--- config.mk ---
export PLATFORM = sky130hd
export DESIGN_NAME = tick_rate_controller_flat
export DESIGN_NICKNAME = d
export VERILOG_FILES = /design/src/rtl/tick_rate_controller_if.sv /design/src/rtl/tick_rate_controller.sv /design/src/flat_wrapper.sv
export SDC_FILE = /design/constraint.sdc
export NUM_CORES = 1
export LEC_CHECK = 0
export ABC_AREA = 0
export ABC_CLOCK_PERIOD_IN_PS = 3260
export BUFFER_PORTS_ARGS = -buffer_cell sky130_fd_sc_hd__buf_2
export CORE_AREA = 2 2 80 82
export CTS_CLUSTER_DIAMETER = 200
export DETAILED_ROUTE_END_ITERATION = 8
export DIE_AREA = 0 0 82 84
export PLACE_DENSITY = 0.77
export SLEW_MARGIN = 10
export SYNTH_ARGS = -nofsm -noshare
export SYNTH_HDL_FRONTEND = slang
export SYNTH_SLANG_ARGS = --single-unit
--- constraint.sdc ---
create_clock -name clk_in -period 3.26 [get_ports clk_in]
set_clock_uncertainty 0.05 [all_clocks]
set_input_delay 0.489 -clock clk_in [delete_from_list [all_inputs] [get_ports clk_in]]
set_output_delay 0.489 -clock clk_in [all_outputs]
set_load 0.03 [all_outputs]
--- src/rtl/tick_rate_controller_if.sv ---
// Signal bundle between a mode requester and tick_rate_controller.
// Handshake: mode_req/mode_req_valid are sampled on a rising clk_in edge only while busy is low
// (busy is the inverted ready); a request offered while busy is high is dropped, never queued.
interface tick_rate_controller_if;
  logic [1:0] mode_req;
  logic       mode_req_valid;
  logic       pause;
  logic       busy;
  logic       mode_ack;
  logic [1:0] mode_cur;
  logic       tick_o;
  logic       scan_tick_o;
  logic [1:0] dbg_state;

  modport master (
    output mode_req, mode_req_valid, pause,
    input  busy, mode_ack, mode_cur, tick_o, scan_tick_o, dbg_state
  );

  modport slave (
    input  mode_req, mode_req_valid, pause,
    output busy, mode_ack, mode_cur, tick_o, scan_tick_o, dbg_state
  );
endinterface

--- src/rtl/tick_rate_controller.sv ---
// Mode-selectable main tick divider with a free-running display-scan divider.
// Mode changes wait for the current period to wrap so the tick rate never changes mid-period.
module tick_rate_controller #(
  parameter int unsigned DIV_NORMAL = 100000000,
  parameter int unsigned DIV_FAST   = 1000000,
  parameter int unsigned DIV_SET    = 25000000,
  parameter int unsigned DIV_SCAN   = 100000
) (
  input  logic                   clk_in,
  input  logic                   rst_n,
  tick_rate_controller_if.slave  bus
);

  typedef enum logic [1:0] {
    RUN     = 2'd0,
    PENDING = 2'd1,
    APPLY   = 2'd2
  } state_t;

  localparam logic [1:0]  MODE_STOP = 2'd3;
  localparam logic [31:0] SCAN_LAST = DIV_SCAN - 32'd1;

  state_t      state_q, state_d;
  logic [1:0]  mode_q;
  logic [1:0]  latch_q, latch_d;
  logic        ack_q, ack_d;
  logic [31:0] cnt_q;
  logic [31:0] scan_q;
  logic [31:0] div_sel;
  logic        run_en;
  logic        tick;
  logic        scan_tick;

  // Divider depends only on the applied mode, never on a pending request.
  always_comb begin
    div_sel = DIV_NORMAL;
    case (mode_q)
      2'd1:    div_sel = DIV_FAST;
      2'd2:    div_sel = DIV_SET;
      default: div_sel = DIV_NORMAL;
    endcase
  end

  assign run_en    = (state_q != APPLY) && (mode_q != MODE_STOP) && !bus.pause;
  assign tick      = run_en && (cnt_q == div_sel - 32'd1);
  assign scan_tick = (scan_q == SCAN_LAST);

  always_comb begin
    state_d = state_q;
    latch_d = latch_q;
    ack_d   = 1'b0;
    case (state_q)
      RUN: begin
        if (bus.mode_req_valid) begin
          if (bus.mode_req != mode_q) begin
            latch_d = bus.mode_req;
            state_d = PENDING;
          end else begin
            ack_d = 1'b1;
          end
        end
      end
      PENDING: begin
        // Counter is frozen when stopped or paused, so waiting for a wrap would stall forever.
        if (tick || (mode_q == MODE_STOP) || bus.pause) begin
          state_d = APPLY;
        end
      end
      APPLY: begin
        state_d = RUN;
        ack_d   = 1'b1;
      end
      default: state_d = RUN;
    endcase
  end

  always_ff @(posedge clk_in or negedge rst_n) begin
    if (!rst_n) begin
      state_q <= RUN;
      latch_q <= 2'd0;
      ack_q   <= 1'b0;
      mode_q  <= 2'd0;
    end else begin
      state_q <= state_d;
      latch_q <= latch_d;
      ack_q   <= ack_d;
      if (state_q == APPLY) begin
        mode_q <= latch_q;
      end
    end
  end

  always_ff @(posedge clk_in or negedge rst_n) begin
    if (!rst_n) begin
      cnt_q <= 32'd0;
    end else if ((state_q == APPLY) || (mode_q == MODE_STOP) || tick) begin
      cnt_q <= 32'd0;
    end else if (run_en) begin
      cnt_q <= cnt_q + 32'd1;
    end
  end

  always_ff @(posedge clk_in or negedge rst_n) begin
    if (!rst_n) begin
      scan_q <= 32'd0;
    end else if (scan_tick) begin
      scan_q <= 32'd0;
    end else begin
      scan_q <= scan_q + 32'd1;
    end
  end

  assign bus.busy        = (state_q != RUN);
  assign bus.mode_ack    = ack_q;
  assign bus.mode_cur    = mode_q;
  assign bus.tick_o      = tick;
  assign bus.scan_tick_o = scan_tick;
  assign bus.dbg_state   = state_q;

endmodule

--- src/flat_wrapper.sv ---
// flat-port wrapper written by rule: the top's interface ports become plain ports
module tick_rate_controller_flat 
#(
  parameter int unsigned DIV_NORMAL = 100000000,
  parameter int unsigned DIV_FAST   = 1000000,
  parameter int unsigned DIV_SET    = 25000000,
  parameter int unsigned DIV_SCAN   = 100000
)
  (clk_in, rst_n, bus_mode_req, bus_mode_req_valid, bus_pause, bus_busy, bus_mode_ack, bus_mode_cur, bus_tick_o, bus_scan_tick_o, bus_dbg_state);
  tick_rate_controller_if bus_i ();
  input  logic clk_in;
  input  logic rst_n;
  input wire logic [$bits(bus_i.mode_req)-1:0] bus_mode_req;
  input wire logic [$bits(bus_i.mode_req_valid)-1:0] bus_mode_req_valid;
  input wire logic [$bits(bus_i.pause)-1:0] bus_pause;
  output wire logic [$bits(bus_i.busy)-1:0] bus_busy;
  output wire logic [$bits(bus_i.mode_ack)-1:0] bus_mode_ack;
  output wire logic [$bits(bus_i.mode_cur)-1:0] bus_mode_cur;
  output wire logic [$bits(bus_i.tick_o)-1:0] bus_tick_o;
  output wire logic [$bits(bus_i.scan_tick_o)-1:0] bus_scan_tick_o;
  output wire logic [$bits(bus_i.dbg_state)-1:0] bus_dbg_state;
  assign bus_i.mode_req = bus_mode_req;
  assign bus_i.mode_req_valid = bus_mode_req_valid;
  assign bus_i.pause = bus_pause;
  assign bus_busy = bus_i.busy;
  assign bus_mode_ack = bus_i.mode_ack;
  assign bus_mode_cur = bus_i.mode_cur;
  assign bus_tick_o = bus_i.tick_o;
  assign bus_scan_tick_o = bus_i.scan_tick_o;
  assign bus_dbg_state = bus_i.dbg_state;
  tick_rate_controller #(.DIV_NORMAL(DIV_NORMAL), .DIV_FAST(DIV_FAST), .DIV_SET(DIV_SET), .DIV_SCAN(DIV_SCAN)) u_core (.clk_in(clk_in), .rst_n(rst_n), .bus(bus_i));
endmodule
==> impl_metrics.toml <==
[global_routing]
first_global_vias = 2650
use_met2_pct = 34.3
top_usage_layer = "met2"
grt_pass1_wl_um = 12000
grt.overflow.total = 0
grt_use_met3_pct = 4.33
antenna_found_initial = 0
grt_max_degree = 34
gr-usage-met1_pct = 30.2
track_usage_pct = 22.6

[pwr]
vdd_drop_max_uv = 520
p_leak_nw = 1.77
powerDensity_mw_per_mm2 = 558
finalPower_mw = 2.23

[place]
hpwl_um = 4880
pre_cts_ws_ns = 0.558
gp_congestion = 0.855
place_area_mm2 = 0.00376
port_buffers = 13

[floorplan]
die_h_um = 84
rows = 29
design.core.area_mm2 = 0.00610
initial_utilization_pct = 58.8
die_w_um = 82
die_area_mm2 = 0.00689
io_pins = 14

[clocking]
clock_latency_ns = 0.34
h-tree-depth = 3
cts_buffer_depth = 2
cts-buffers-inserted = 9
cts-root-buf = "clkbuf_8"
post_cts_buffers = 0
clkTransAtPathRegs_ns = 0.08
clkSinkCount = 71
cts_hold_buf = 0
cts.repair.resized = 0
cts_tree = "yes"

[layout]
drive_above_1_share_pct = 13.5
area_delta_synth_final_pct = 11.5
nFillCells = 490
multi_input_area_mm2 = 0.00174
fin_util_pct = 65.5
insertedDiodeCount = 0
layout.nets = 398
seq_area_mm2 = 0.00178
fin_area_mm2 = 0.00399

[sta]
max_freq_mhz = 323
finalSetupViolCount = 0
min_period_ns = 3.10
worstMarginPinSlew_ns = 0.977
setup_slack_ns = 0.162
period_share_pct = 95.0
fin_tns_setup_ns = 0
rsz0062_at_grt = "no"
hold_viol = 0
relSlewSlack_pct = 34.2
slew_viol_final = 0

[logic_synthesis]
yosysUniqueCellTypes = 40
synth_cells = 361
yosysSeqAreaShare_pct = 49.6
yosys_warnings = 0
synthesis.area_mm2 = 0.00358
syn-mean-instance-area_um2 = 9.93
synth.area.top_cells = "dfrtp_1 (50%), xor2_1 (8.1%), xnor2_1 (6.8%)"
ys_ff_latch = 71
synth_nets = 372
synth_top_area_cell = "dfrtp_1"
synth_top_area_share_pct = 49.6

[worst_setup_path]
ff2ff_setup_slack_ns = 0.72
critPathLaunchType = "register"
worstPathArrival_ns = 2.56
crit_type = "register to output port"
crit_path_max_incr_delay_ns = 0.56
r2r_end = "u_core.cnt_q[31]$_DFFE_PN0P_"
r2r-start = "u_core.cnt_q[26]$_DFFE_PN0P_"
r2r_cells = 6
cp_cell_sequence = "or4b_1, o22a_1, a2111o_1, nor3_1, buf_2"
required_ns = 2.72
cp_max_fo = 6
crit_path_end_kind = "output port"
crit_path_top_delay_cell = "or4b_1"

[worst_hold_path]
min_path_type = "primary input to async pin"

[routing]
routed_wl_um = 7020
drt-pass1-iter-count = 4
vias = 2660
wl_per_cell_um = 15.0
viasPerCell = 5.67
drcViolationCount = 0
ant_nets = 0
first_iter_violations = 159

[flow_run]
cap_viol_max_count = 0

[outcome]
status = "finished clean"
worst max-delay path by stage:
| stage | start | end | slack [ns] |
|---|---|---|---|
| floorplan | u_core.bus.mode_cur[0]$_DFFE_PN0P_ | bus_tick_o | 0.11 |
| CTS | u_core.cnt_q[26]$_DFFE_PN0P_ | bus_tick_o | 0.17 |
| global placement | u_core.cnt_q[26]$_DFFE_PN0P_ | bus_tick_o | 0.59 |
| global route | u_core.bus.mode_cur[0]$_DFFE_PN0P_ | bus_tick_o | 0.03 |
| detailed placement | u_core.cnt_q[26]$_DFFE_PN0P_ | bus_tick_o | 0.56 |
| finish | u_core.cnt_q[26]$_DFFE_PN0P_ | bus_tick_o | 0.16 |
power breakdown:
part	total, mW	switching, mW	internal [mW]
Combinational	0.422	0.279	0.143
Clock	0.804	0.333	0.471
Sequential	1.00	0.0614	0.941
cells in the final DEF (no fill, tap or decap), types with 2 or more instances in the layout:
master / Yosys / final
and3_1: 6 / 6
and3_2: 3 / 3
and4_1: 4 / 4
buf_2: 0 / 13
buf_4: 0 / 7
bufinv_16: 0 / 2
clkbuf_8: 0 / 11
clkinvlp_4: 0 / 2
dfrtp_1: 71 / 71
ha_1: 5 / 5
inv_1: 8 / 8
mux2_2: 4 / 4
nand2_1: 26 / 26
nand3_1: 31 / 31
nand4_1: 20 / 20
nor2_1: 61 / 61
nor2_2: 3 / 3
nor2b_1: 2 / 2
nor3_1: 14 / 14
nor3b_1: 2 / 2
nor4_1: 9 / 8
nor4b_1: 3 / 3
o21ai_0: 4 / 4
or4_1: 2 / 2
xnor2_1: 28 / 28
xor2_1: 33 / 33
critical path: cells and delay by family (launching register included):
family,cells,cell delay [ns]
DFF,1,0.44
buffers and inverters,1,0.26
AOI/OAI and AO/OA,2,0.64
and+or+nand+nor,2,0.87
kinds of logic after synthesis:
family	after synthesis	synth area share (%)
buffers and inverters	13	1.99
DFF	71	49.6
AOI/OAI and AO/OA	11	2.44
xor gates and xnor gates	61	14.9
adders and majority gates	5	1.75
and+or+nand+nor	196	28.1
muxes	4	1.26
metal layers:
layer	up-vias	part of all wire [%]
met5	-	0
met4	0	2.6
met3	23	4.2
met2	66	48
met1	1263	45
li1	1308	-
state kept, by name, summed over array words and instances (netlist names):
register	flops
u_core.bus.mode_ack	1
u_core.bus.dbg_state	2
u_core.cnt_q	32
u_core.scan_q	32
u_core.latch_q	2
u_core.bus.mode_cur	2
cell usage after synthesis:
library cell,n
o21ai_0,4
ha_1,5
nor4_1,9
a31oi_1,1
dfrtp_1,71
and4_1,4
nand4_1,20
nand3b_1,1
and4bb_2,1
clkbuf_1,2
or4_1,2
xor2_1,33
mux2_2,4
nand4b_1,1
o22a_1,1
and3_2,3
or4b_1,1
and4_2,1
inv_1,8
and2_1,1
o31ai_4,1
a2111o_1,1
nand4bb_1,1
and2b_2,1
or3b_2,1
nor2b_1,2
nor4b_1,3
nor3_1,14
or2_2,1
nor2_2,3
o31a_1,1
a21oi_1,1
nand3_1,31
nor2_1,61
xnor2_1,28
o22ai_1,1
buf_6,3
and3_1,6
nor3b_1,2
nand2_1,26
final cells by class:
| type | instances | share of cell area, % |
|---|---|---|
| sequential | 71 | 44.5 |
| multi-input combinational | 277 | 43.6 |
| clock buffer | 11 | 3.79 |
| timing repair buffer | 20 | 2.94 |
| tap | 77 | 2.41 |
| clock inverter | 5 | 2.01 |
| inverter | 8 | 0.752 |
per-stage QoR:
stage | instances | hold slack [ns]
floorplan | 361 | 0.143
global placement | 453 | 0.414
detailed placement | 453 | 0.420
CTS | 469 | 0.170
global route | 469 | 0.204
finish | 469 | 0.144
Power figures use the tool's default switching activity.
